==> config.mk <==
export PLATFORM = sky130hd
export DESIGN_NAME = regfile_operand_fetch
export DESIGN_NICKNAME = d
export VERILOG_FILES = /design/src/rtl/regfile_operand_fetch.sv
export SDC_FILE = /design/constraint.sdc
export NUM_CORES = 1
export LEC_CHECK = 0
export CORE_ASPECT_RATIO = 1.4
export CORE_MARGIN = 4
export CORE_UTILIZATION = 45
export CTS_BUF_LIST = sky130_fd_sc_hd__clkbuf_4 sky130_fd_sc_hd__clkbuf_8 sky130_fd_sc_hd__clkbuf_16
export DETAILED_ROUTE_END_ITERATION = 12
export MAX_ROUTING_LAYER = met4
export PLACE_DENSITY = 0.71
export RECOVER_POWER = 25
export SYNTH_ARGS = -nofsm -noshare
export SYNTH_HDL_FRONTEND = slang
export SYNTH_SLANG_ARGS = --single-unit
export TNS_END_PERCENT = 1
==> constraint.sdc <==
create_clock -name clk -period 6 [get_ports clk]
set_input_delay 1.2 -clock clk [delete_from_list [all_inputs] [get_ports clk]]
set_output_delay 1.2 -clock clk [all_outputs]
set_load 0.02 [all_outputs]
==> src/rtl/regfile_operand_fetch.sv <==
// regfile_operand_fetch: issue -> regfile read -> write forwarding -> 2-entry snooping output buffer
module regfile_operand_fetch #(
  parameter int ADDR_W   = 4,
  parameter int DATA_W   = 32,
  parameter int TAG_W    = 8,
  parameter bit ZERO_REG = 1'b1
) (
  input  logic              clk,
  input  logic              rst_n,
  input  logic              in_valid,
  output logic              in_ready,
  input  logic              in_rs1_en,
  input  logic [ADDR_W-1:0] in_rs1_addr,
  input  logic              in_rs2_en,
  input  logic [ADDR_W-1:0] in_rs2_addr,
  input  logic [TAG_W-1:0]  in_tag,
  output logic              rs1_read,
  output logic [ADDR_W-1:0] rs1_addr,
  input  logic [DATA_W-1:0] rs1_rdata,
  output logic              rs2_read,
  output logic [ADDR_W-1:0] rs2_addr,
  input  logic [DATA_W-1:0] rs2_rdata,
  input  logic              wb_write,
  input  logic [ADDR_W-1:0] wb_addr,
  input  logic [DATA_W-1:0] wb_wdata,
  output logic              out_valid,
  input  logic              out_ready,
  output logic [DATA_W-1:0] out_op1,
  output logic [DATA_W-1:0] out_op2,
  output logic [TAG_W-1:0]  out_tag
);
  typedef struct packed {
    logic              need;
    logic [ADDR_W-1:0] addr;
    logic [DATA_W-1:0] data;
  } opnd_t;
  typedef struct packed {
    opnd_t [1:0]      op;
    logic [TAG_W-1:0] tag;
  } ent_t;
  logic                   a_valid_q, a_valid_d;
  opnd_t [1:0]            a_op_q, a_op_d;
  logic [1:0]             a_byp_q, a_byp_d;
  logic [TAG_W-1:0]       a_tag_q, a_tag_d;
  ent_t [1:0]             fifo_q, fifo_d;
  logic [1:0]             count_q, count_d;
  logic [1:0]             in_en, need_in;
  logic [1:0][ADDR_W-1:0] in_addr;
  logic [1:0][DATA_W-1:0] rdata;
  logic                   accept, pop;
  logic [1:0]             base;
  ent_t                   new_ent;
  ent_t [1:0]             snoop;
  assign in_en     = {in_rs2_en, in_rs1_en};
  assign in_addr   = {in_rs2_addr, in_rs1_addr};
  assign rdata     = {rs2_rdata, rs1_rdata};
  assign out_valid = count_q != 2'd0;
  assign pop       = out_valid && out_ready;
  assign in_ready  = rst_n && ({1'b0, a_valid_q} + count_q - {1'b0, pop}) < 2'd2;
  assign accept    = in_valid && in_ready;
  assign rs1_read  = accept && need_in[0];
  assign rs2_read  = accept && need_in[1];
  assign rs1_addr  = in_rs1_addr;
  assign rs2_addr  = in_rs2_addr;
  assign out_op1   = fifo_q[0].op[0].data;
  assign out_op2   = fifo_q[0].op[1].data;
  assign out_tag   = fifo_q[0].tag;
  // Decode the issue request and catch a write landing in the same cycle as the read
  always_comb begin
    need_in   = '0;
    a_op_d    = '0;
    a_byp_d   = '0;
    a_valid_d = accept;
    a_tag_d   = in_tag;
    for (int i = 0; i < 2; i++) begin
      need_in[i]     = in_en[i] && !(ZERO_REG && in_addr[i] == '0);
      a_op_d[i].need = need_in[i];
      a_op_d[i].addr = in_addr[i];
      a_op_d[i].data = wb_wdata;
      a_byp_d[i]     = wb_write && wb_addr == in_addr[i];
    end
  end
  // Pick each operand: newest write this cycle beats a captured bypass beats macro data
  always_comb begin
    new_ent     = '0;
    new_ent.tag = a_tag_q;
    for (int i = 0; i < 2; i++) begin
      new_ent.op[i].need = a_op_q[i].need;
      new_ent.op[i].addr = a_op_q[i].addr;
      new_ent.op[i].data = !a_op_q[i].need ? '0 :
                           (wb_write && wb_addr == a_op_q[i].addr) ? wb_wdata :
                           a_byp_q[i] ? a_op_q[i].data : rdata[i];
    end
  end
  // Held entries absorb every write to their registers; then pop shifts and stage A appends
  always_comb begin
    snoop = fifo_q;
    for (int j = 0; j < 2; j++)
      for (int i = 0; i < 2; i++)
        if (wb_write && fifo_q[j].op[i].need && fifo_q[j].op[i].addr == wb_addr)
          snoop[j].op[i].data = wb_wdata;
    fifo_d = pop ? {snoop[1], snoop[1]} : snoop;
    base   = count_q - {1'b0, pop};
    if (a_valid_q)
      fifo_d[base[0]] = new_ent;
    count_d = base + {1'b0, a_valid_q};
  end
  // State registers; reset drops everything in flight
  always_ff @(posedge clk or negedge rst_n) begin
    if (!rst_n) begin
      a_valid_q <= 1'b0;
      a_op_q    <= '0;
      a_byp_q   <= '0;
      a_tag_q   <= '0;
      fifo_q    <= '0;
      count_q   <= '0;
    end else begin
      a_valid_q <= a_valid_d;
      a_op_q    <= a_op_d;
      a_byp_q   <= a_byp_d;
      a_tag_q   <= a_tag_d;
      fifo_q    <= fifo_d;
      count_q   <= count_d;
    end
  end
endmodule

==> flow_summary.json <==
{
  "regArea_mm2": 0.005485,
  "slowest_delay_ps": 590,
  "clk_pin_slew_ps": 60,
  "cts.path.max_buffers": 3,
  "htreeDepth": 1,
  "setup_viol": 0,
  "status": "completed",
  "die_w_um": 153.3,
  "gp_congestion": 0.8292,
  "finalCritPeriodShare_pct": 71.81,
  "hold_ws_ps": 503.1,
  "cts_setup_buffers": 0,
  "fin_crit_ps": 4308,
  "slew_violations": 0,
  "avgSynthCellArea_um2": 9.665,
  "first_global_vias": 11190,
  "powerDensity_mw_per_mm2": 436.9,
  "fmax_ghz": 0.2321,
  "rsz0062_at_grt": "no",
  "hp-class": "flop to flop",
  "yosysSeqAreaShare_pct": 41.21,
  "clk_latency_ps": 510,
  "postCtsResizedCells": 0,
  "layout-drive-gt1-share_pct": 9.978,
  "initial_utilization_pct": 45.60,
  "max_slew_margin_pct": 17.82,
  "dieArea_mm2": 0.03241,
  "clkSinkCount": 219,
  "ff2ff_path_depth": 7,
  "fillCellCount": 2651,
  "path_class": "input pin to primary output",
  "worstPathCellList": "clkdlybuf4s50_1 -> nor2b_1 -> mux2i_1 -> o211ai_1 -> inv_1 -> and2_1 -> clkdlybuf4s50_1",
  "cp.required_ps": 4800,
  "start_kind": "input pin",
  "cap_viol_max_count": 0,
  "drt_wl_total_um": 41570,
  "routedWlPerCell_um": 23.42,
  "path_delay_family": "buffers and inverters",
  "cts_root_buffer": "clkbuf_16",
  "vias": 11430,
  "path_buf_inv": 3,
  "drc": 0,
  "grt_pass1_wl_um": 64880,
  "cp.depth": 7,
  "r2r_slack_ps": 3260,
  "io_buffers": 206,
  "numCtsBuffers": 23,
  "holdPathStages": 1,
  "hpwl_um": 25310,
  "power_mw": 6.779,
  "syn2layout_area_growth_pct": 16.66,
  "skew_ps": 14.56,
  "core_region_area_mm2": 0.02917,
  "io_pins": 207,
  "cts_tree": "done",
  "die_h_um": 211.4,
  "ys_warn_count": 0,
  "finalHoldViolCount": 0,
  "antenna_found_initial": 2,
  "crit_path_end_kind": "primary output",
  "crit_slowest_cell": "clkdlybuf4s50_1",
  "grt_max_degree": 102,
  "fp-row-count": 74,
  "synthDistinctLibCells": 41,
  "tightest_slew_ps": 1233,
  "synthCells": 1376,
  "syn_nets": 1500,
  "nets": 1501,
  "grt-ovfl-total": 0,
  "track_usage_pct": 25.34,
  "fin_setup_tns_ps": 0,
  "multi_input_area_mm2": 0.006470,
  "ys_ff_latch": 219,
  "crit_path_frequent_cell": "clkdlybuf4s50_1",
  "worstPathMaxFanout": 7,
  "cp.arrival_ps": 3110,
  "drt_pass1_iterations": 7,
  "via_per_inst": 6.439,
  "hold_buffers": 0,
  "peakVddDrop_mv": 0.2297,
  "ant_nets": 0,
  "drt-initial-drc-count": 974,
  "p_leak_nw": 6.240,
  "synth_area_mm2": 0.01330
}
## power breakdown
group          switching (mW)  internal, mW  total [mW]
Clock                   0.610         0.963        1.57
Sequential              0.329          2.00        2.33
Combinational            1.65          1.23        2.88
## logic make-up after synthesis
group / count (synthesis) / share of synthesized area (%)
AOI/OAI and AO/OA: 566 / 29.37
buffers and inverters: 256 / 10.55
DFF: 219 / 41.21
and+or+nand+nor: 173 / 6.802
muxes: 128 / 9.803
xor gates and xnor gates: 33 / 2.173
adders and majority gates: 1 / 0.09407
## sequential cells by signal, summed over array words and instances (netlist names), 2 cells and up, named ones only
name,flops
fifo_q,74
a_op_q,42
out_op1,32
out_op2,32
a_tag_q,8
out_tag,8
a_byp_q,2
count_q,2
## layout make-up
cell class	count	share of cell area, %
clock buffer	31	4.379
clock inverter	10	0.9839
antenna	2	0.03226
multi-input combinational	901	41.70
timing repair buffer	228	14.39
tap	380	3.065
inverter	4	0.09677
sequential	219	35.35
## layout by cell type, fill, tap and decap left out, drive strengths merged
cell / instances
nor3: 34
xor2: 18
o211ai: 65
o31ai: 64
nand3: 2
mux2i: 110
and3: 58
or2: 4
inv: 4
xnor2: 15
nand2: 48
o2111ai: 64
buf: 23
nor4: 2
ha: 1
a21boi: 79
diode: 2
nor2b: 1
clkdlybuf4s50: 172
nand2b: 1
o41a: 2
mux2: 18
o21ai: 126
a211oi: 42
a31oi: 49
a31o: 25
and2: 4
dlygate4sd3: 33
clkinvlp: 1
bufinv: 4
a21oi: 50
clkinv: 5
nor2: 19
dfrtp: 219
clkbuf: 31
## Yosys cell counts, drive strengths merged
cell type / instances / area, um2
a211oi: 42 / 335.3
a21boi: 79 / 593.1
a21oi: 50 / 250.2
a31o: 25 / 219.0
a31oi: 49 / 306.5
and2: 4 / 25.02
and3: 58 / 362.9
buf: 154 / 1017
clkbuf: 98 / 370.4
dfrtp: 219 / 5480
ha: 1 / 12.51
inv: 4 / 15.01
mux2: 18 / 202.7
mux2i: 110 / 1101
nand2: 48 / 182.7
nand2b: 1 / 6.260
nand3: 2 / 10.01
nor2: 19 / 71.32
nor2b: 1 / 6.260
nor3: 34 / 202.7
nor4: 2 / 12.51
o2111ai: 64 / 560.5
o211ai: 65 / 488.0
o21ai: 126 / 630.6
o31ai: 64 / 500.5
o41a: 2 / 22.52
or2: 4 / 25.02
xnor2: 15 / 131.4
xor2: 18 / 157.7
## through the flow
step / std cells / instance area [um2] / util, % / setup slack (ps)
floorplan: 1376 / 13300 / - / 2880
global placement: 1732 / 14680 / 50.33 / 1693
detailed placement: 1732 / 14680 / 50.33 / 1668
CTS: 1773 / 15510 / 53.18 / 1675
global route: 1775 / 15510 / 53.20 / 1541
finish: 1775 / 15510 / 53.20 / 1692
## metal layers
metal,share of wire (%),vias up,wire length (um),track usage [%]
met5,0,-,0,-
met4,3.4,0,1434,8.730
met3,7.4,101,3063,3.885
met2,49,544,20410,41.12
met1,40,5663,16670,32.62
li1,-,5122,-,-
## path summary, 6_finish.rpt
path                                            from                    end
min in group asynchronous                      rst_n   count_q[1]$_DFF_PN0_
worst min register to register  a_tag_q[7]$_DFF_PN0_                   flop
max in group asynchronous                      rst_n  out_op2[15]$_DFF_PN0_
worst min-delay path            a_tag_q[7]$_DFF_PN0_                   flop
worst max-delay path                       out_ready               rs1_read
worst max register to register  a_op_q[34]$_DFF_PN0_  fifo_q[103]$_DFF_PN0_
No activity file was read; power rests on OpenSTA's default activity.
==> patch 1, RTL diff (same flow settings) <==
The parameter `ZERO_REG` goes from 1'b1 to 1'b0.
--- a/src/rtl/regfile_operand_fetch.sv
+++ b/src/rtl/regfile_operand_fetch.sv
@@ -3,7 +3,7 @@
   parameter int ADDR_W   = 4,
   parameter int DATA_W   = 32,
   parameter int TAG_W    = 8,
-  parameter bit ZERO_REG = 1'b1
+  parameter bit ZERO_REG = 1'b0
 ) (
   input  logic              clk,
   input  logic              rst_n,
Formal check against the unedited RTL: not equivalent (a bounded check fails within 4 cycles, from zero or initial values and one cycle with rst_n low).
==> patch 1 against the unedited design <==
Synthesized area is 3.3% lower; wire length down 11%; first-iteration DRC count shrank 35%; final cell count shrank 5.5%; non-clock buffer count fell by 5; sequential cell count stayed put; global-route usage decreased by 1.5 points; final area fell by 1.7%; die area decreased by 3.2%; sequential power is 3% higher; combinational power decreased by 11%; worst setup slack worse by 0.0015 ns; total power decreased by 3.4%.
==> patch 1: results (changes against the unedited design) <==
[routing]
drt_iter0_drc=629  ; -35%
postRouteAntennaNets=0  ; unchanged
drt-met1-wl_um=15100  ; -9.3%
routed_via_density=5.97  ; -7.2%
post_drt_wl_per_cell_um=22.0  ; -5.9%
wl_met2_um=18500  ; -9.1%
dr.pass1.iters=5  ; -2
wirelength_um=37000  ; -11%
wl_met3_um=2310  ; -25%

[timing]
hold_slack_ns=0.475  ; -0.0282 ns
skew_ns=0.0133  ; -0.00125 ns
slew_headroom_pct=28.8  ; +11 points

[hold_path]
min_to=out_tag[4]
min_delay_path_depth=2  ; +1
hp-start=a_tag_q[4]

[grt]
antenna_found_initial=1  ; -1
grt_pass1_vias=10600  ; -4.9%
grt_max_degree=102  ; unchanged
use_met1_pct=30.0  ; -2.6 points
grt_usage_pct=23.8  ; -1.5 points
grt_util_met2_pct=39.7  ; -1.4 points
grt.overflow.total=0  ; unchanged
use_met3_pct=2.92  ; -0.97 points
grt_pass1_wl_um=58800  ; -9.4%

[place]
dp_hpwl_um=21900  ; -14%
place_ws_ns=1.68  ; +0.0123 ns
dp.cells=1633  ; -5.7%
port_buffers=206  ; unchanged
gp_congestion=0.785  ; -5.3%
place_area_sq_um=14400  ; -1.9%

[finish]
reg_top3=fifo_q (74), a_op_q (42)
drive_above_1_share_pct=17.4  ; +7.5 points
nets=1413  ; -5.9%

[setup_path]
setup.worst_path.start=out_ready
cp_max_fo=7  ; unchanged
r2r_cells=6  ; -1
r2r_slack_ns=3.20  ; -0.06 ns
reg2reg_from=count_q[0]
timing.rr.end=out_op1[21]

[clock_tree]
cts_hold_buffers=0  ; unchanged
numCtsBuffers=24  ; +4.3%
h-tree-depth=1  ; unchanged
cts_root_buf=clkbuf_16
post_cts.resized_instances=0  ; unchanged
clk_path_buf_depth=3  ; unchanged

[status]
status=complete, no violations

[power_and_ir_drop]
p_leak_uw=0.00659  ; +5.5%
ir_drop_mv=0.210  ; -8.3%

[synthesis]
synthArstFlopShare_pct=100  ; unchanged
synth_top_flop_cell=dfrtp_1
yosysUniqueCellTypes=37  ; -9.8%
synth.area.top_cells=dfrtp_1 (43%), mux2_2 (13%), mux2i_1 (12%), nand2_1 (5.4%), buf_4 (5.3%)
yosys_warnings=0  ; unchanged
synth_seq_area_share_pct=42.6  ; +1.4 points
syn_avg_cell_area_sq_um=10.4  ; +7.7%
synthTopCellsByCount=dfrtp_1 (219), nand2_1 (184), mux2i_1 (148)

==> patch 1: cell types whose count changed after synthesis, moves of 47 or more <==
| cell | delta |
|---|---|
| clkbuf_1 | -47 |
| mux2_2 | +128 |
| and3_1 | -57 |
| a21boi_0 | -60 |
| o21ai_0 | -100 |
| a221oi_1 | +64 |
| nand2_1 | +137 |
| o2111ai_1 | -64 |
| o211ai_1 | -64 |
| o31ai_1 | -60 |
| a22oi_1 | +64 |
==> patch 1: final cells by class <==
cell class | instances | area (sq um)
diodes | 1 | 2.50
clock buffers | 34 | 731
clock inverters | 10 | 133
fillers | 2521 | 12700
inverters | 4 | 15.0
multi-input cells | 817 | 6230
flip-flops and latches | 219 | 5490
well taps | 370 | 463
repair buffers | 223 | 2190
==> patch 1: kinds of logic after synthesis <==
group | count (synthesis) | share of synthesized area [%]
AO/OA/AOI/OAI | 280 | 14.7
buffers and inverters | 199 | 9.26
XOR/XNOR | 33 | 2.25
AND/OR/NAND/NOR | 209 | 6.75
flip-flops | 219 | 42.6
multiplexers | 294 | 24.3
adder cells (fa/ha/maj) | 1 | 0.0973
==> patch 1: worst max-delay path, cell delays in order <==
cell and delay, ns:
clkdlybuf4s50_1 0.53, nor2b_1 0.19, mux2i_1 0.24, o211ai_1 0.10
inv_1 0.11, and2_1 0.13, clkdlybuf4s50_1 0.61
==> patch 1: worst max-delay path by stage <==
stage	to	slack (ns)	depth (start not counted)
CTS	rs1_read	1.68	7
detailed placement	rs1_read	1.68	7
global placement	rs2_read	1.74	7
floorplan	rs1_read	2.73	6
finish	rs1_read	1.69	7
global route	rs1_read	1.54	7
==> patch 1: where the power goes <==
group          internal (uW)  switching [uW]
sequential              2030             363
clock                    977             616
combinational           1220            1330
==> patch 2, RTL diff (config.mk and constraints unchanged) <==
Made on the original files. Take the reset off `a_tag_q` and load it in a clocked block of its own.
--- a/src/rtl/regfile_operand_fetch.sv
+++ b/src/rtl/regfile_operand_fetch.sv
@@ -111,17 +111,19 @@
       a_valid_q <= 1'b0;
       a_op_q    <= '0;
       a_byp_q   <= '0;
-      a_tag_q   <= '0;
       fifo_q    <= '0;
       count_q   <= '0;
     end else begin
       a_valid_q <= a_valid_d;
       a_op_q    <= a_op_d;
       a_byp_q   <= a_byp_d;
-      a_tag_q   <= a_tag_d;
       fifo_q    <= fifo_d;
       count_q   <= count_d;
     end
   end
+
+  always_ff @(posedge clk) begin
+    a_tag_q <= a_tag_d;
+  end
 endmodule
 
Check against the original RTL: same outputs for any inputs over 4 cycles, from zero or initial values and one cycle with rst_n low; that may be too few to reach the edited logic, so the function may still have changed.
==> patch 2 against the unedited design <==
Sequential share of layout area decreased by 0.11 points; largest power group unchanged; die area decreased by 0.29%; wire length fell by 0.43%; non-clock buffer count grew 1; critical path type unchanged; clock skew rose by 0.020 ns; fmax decreased by 2.6%; largest cell class unchanged; synthesized area decreased by 0.30%; global-route usage is 0.053 points higher; sequential cell count did not move; final cell count increased by 0.23%; final area down 0.41%; highest routed layer unchanged; total power fell by 1.6%; worst setup slack got worse by 0.12 ns.
==> patch 2: results (changes against the unedited design) <==
[synthesis]
synth_seq_area_share_pct=41.0  ; -0.18 points
synth.area.top_cells=dfrtp_1 (40%), mux2i_1 (8.3%), buf_4 (4.7%), o21ai_0 (4.5%), o2111ai_1 (4.2%)
yosysUniqueCellTypes=42  ; +2.4%
synthTopCellsByCount=dfrtp_1 (211), o21ai_0 (120), mux2i_1 (110)
synthArstFlopShare_pct=96.3  ; -3.7 points
yosys_warnings=0  ; unchanged
synth_nets=1500  ; unchanged

[setup_path]
setup.worst_path.start=out_ready
crit_arrival_ns=3.22  ; +0.11 ns
r2r_cells=7  ; unchanged
reg2reg_from=a_op_q[34]
cp_max_fo=7  ; unchanged

[place]
gp_congestion=0.837  ; +0.96%
dp_hpwl_um=24900  ; -1.6%
port_buffers=206  ; unchanged

[clock_tree]
cts_root_buf=clkbuf_16
clkTransAtPathRegs_ns=0.06  ; about the same
numCtsBuffers=23  ; unchanged
clock_latency_ns=0.53  ; +0.02 ns
clk_path_buf_depth=3  ; unchanged
h-tree-depth=1  ; unchanged
post_cts.resized_instances=0  ; unchanged
post_cts_buffers=0  ; unchanged

[finish]
fill_cells=2636  ; -0.57%
drive_above_1_share_pct=10.1  ; +0.13 points
largest_reg_flops=74  ; unchanged
reg_top3=fifo_q (74), a_op_q (42)

[grt]
antenna_found_initial=4  ; +2
grt_max_degree=149  ; +46%
grt_pass1_vias=11700  ; +4.2%
grt_usage_pct=25.4  ; +0.053 points
grt_pass1_wl_um=65600  ; +1.0%

[job]
maxCapViolCount=0  ; unchanged

[routing]
post_drt_wl_per_cell_um=23.3  ; -0.66%
drt_iter0_drc=945  ; -3.0%
dr.pass1.iters=5  ; -2
routed_via_density=6.46  ; +0.28%

[power_and_ir_drop]
p_leak_uw=0.00621  ; -0.49%
ir_drop_mv=0.249  ; +8.6%

[hold_path]
hp-start=a_tag_q[0]
min_path_type=reg2reg
min_delay_path_depth=2  ; +1

[status]
status=complete, no violations

[timing]
skew_ns=0.0343  ; +0.0197 ns
tightest_slew_ns=1.10  ; -0.132 ns

patch 2: worst max-delay path, stage by stage:
cell and delay [ns]:
clkdlybuf4s50_1 0.55, nor2b_1 0.21, mux2i_1 0.24, o211ai_1 0.11, inv_1 0.15, and2_1 0.15, clkdlybuf4s50_1 0.62
patch 2: logic make-up after synthesis:
logic type	share of synthesized area (%)
flops	41.0
fa+ha+maj	0.0944
simple gates	6.82
mux	9.83
xor+xnor	2.18
buf+inv	10.6
compound gates	29.5
patch 2: power breakdown:
| part | switching [uW] | total, uW | internal [uW] |
|---|---|---|---|
| sequential | 309 | 2310 | 2000 |
| combinational | 1670 | 2900 | 1230 |
| clock | 616 | 1470 | 849 |
patch 2: routing by layer:
layer | global-route usage (%) | part of all wire (%) | up-vias
li1 | - | - | 5127
met1 | 32.1 | 40 | 5732
met2 | 41.0 | 49 | 539
met3 | 4.30 | 7.4 | 90
met4 | 9.90 | 3.4 | 0
met5 | - | 0 | -
patch 2: worst paths after layout:
kind                               end  slack, ns
setup / recovery              rs2_read       1.58
hold / removal              out_tag[0]       0.48
setup reg to reg           fifo_q[109]       3.33
hold reg to reg             out_tag[0]       0.48
max in group asynchronous  out_op1[13]       4.09
min in group asynchronous   a_op_q[35]       0.60
patch 2: stage by stage:
| stage | utilization (%) | instance area (sq um) | worst slack, ns | cells | total power (uW) |
|---|---|---|---|---|---|
| finish | 53.0 | 15500 | 1.58 | 1779 | 6670 |
| floorplan | - | 13300 | 2.88 | 1376 | 4400 |
| global route | 53.0 | 15500 | 1.47 | 1779 | 7050 |
| CTS | 52.9 | 15400 | 1.55 | 1775 | 6690 |
| global placement | 50.3 | 14700 | 1.62 | 1733 | 5130 |
| detailed placement | 50.3 | 14700 | 1.57 | 1733 | 5210 |
patch 2: cell type report:
type	instances	area share [%]
Multi-Input combinational cell	901	41.9
Sequential cell	219	35.2
Timing Repair Buffer	229	14.7
Clock buffer	39	4.83
Tap cell	380	3.08
Clock inverter	3	0.162
Inverter	4	0.0972
Antenna cell	4	0.0648
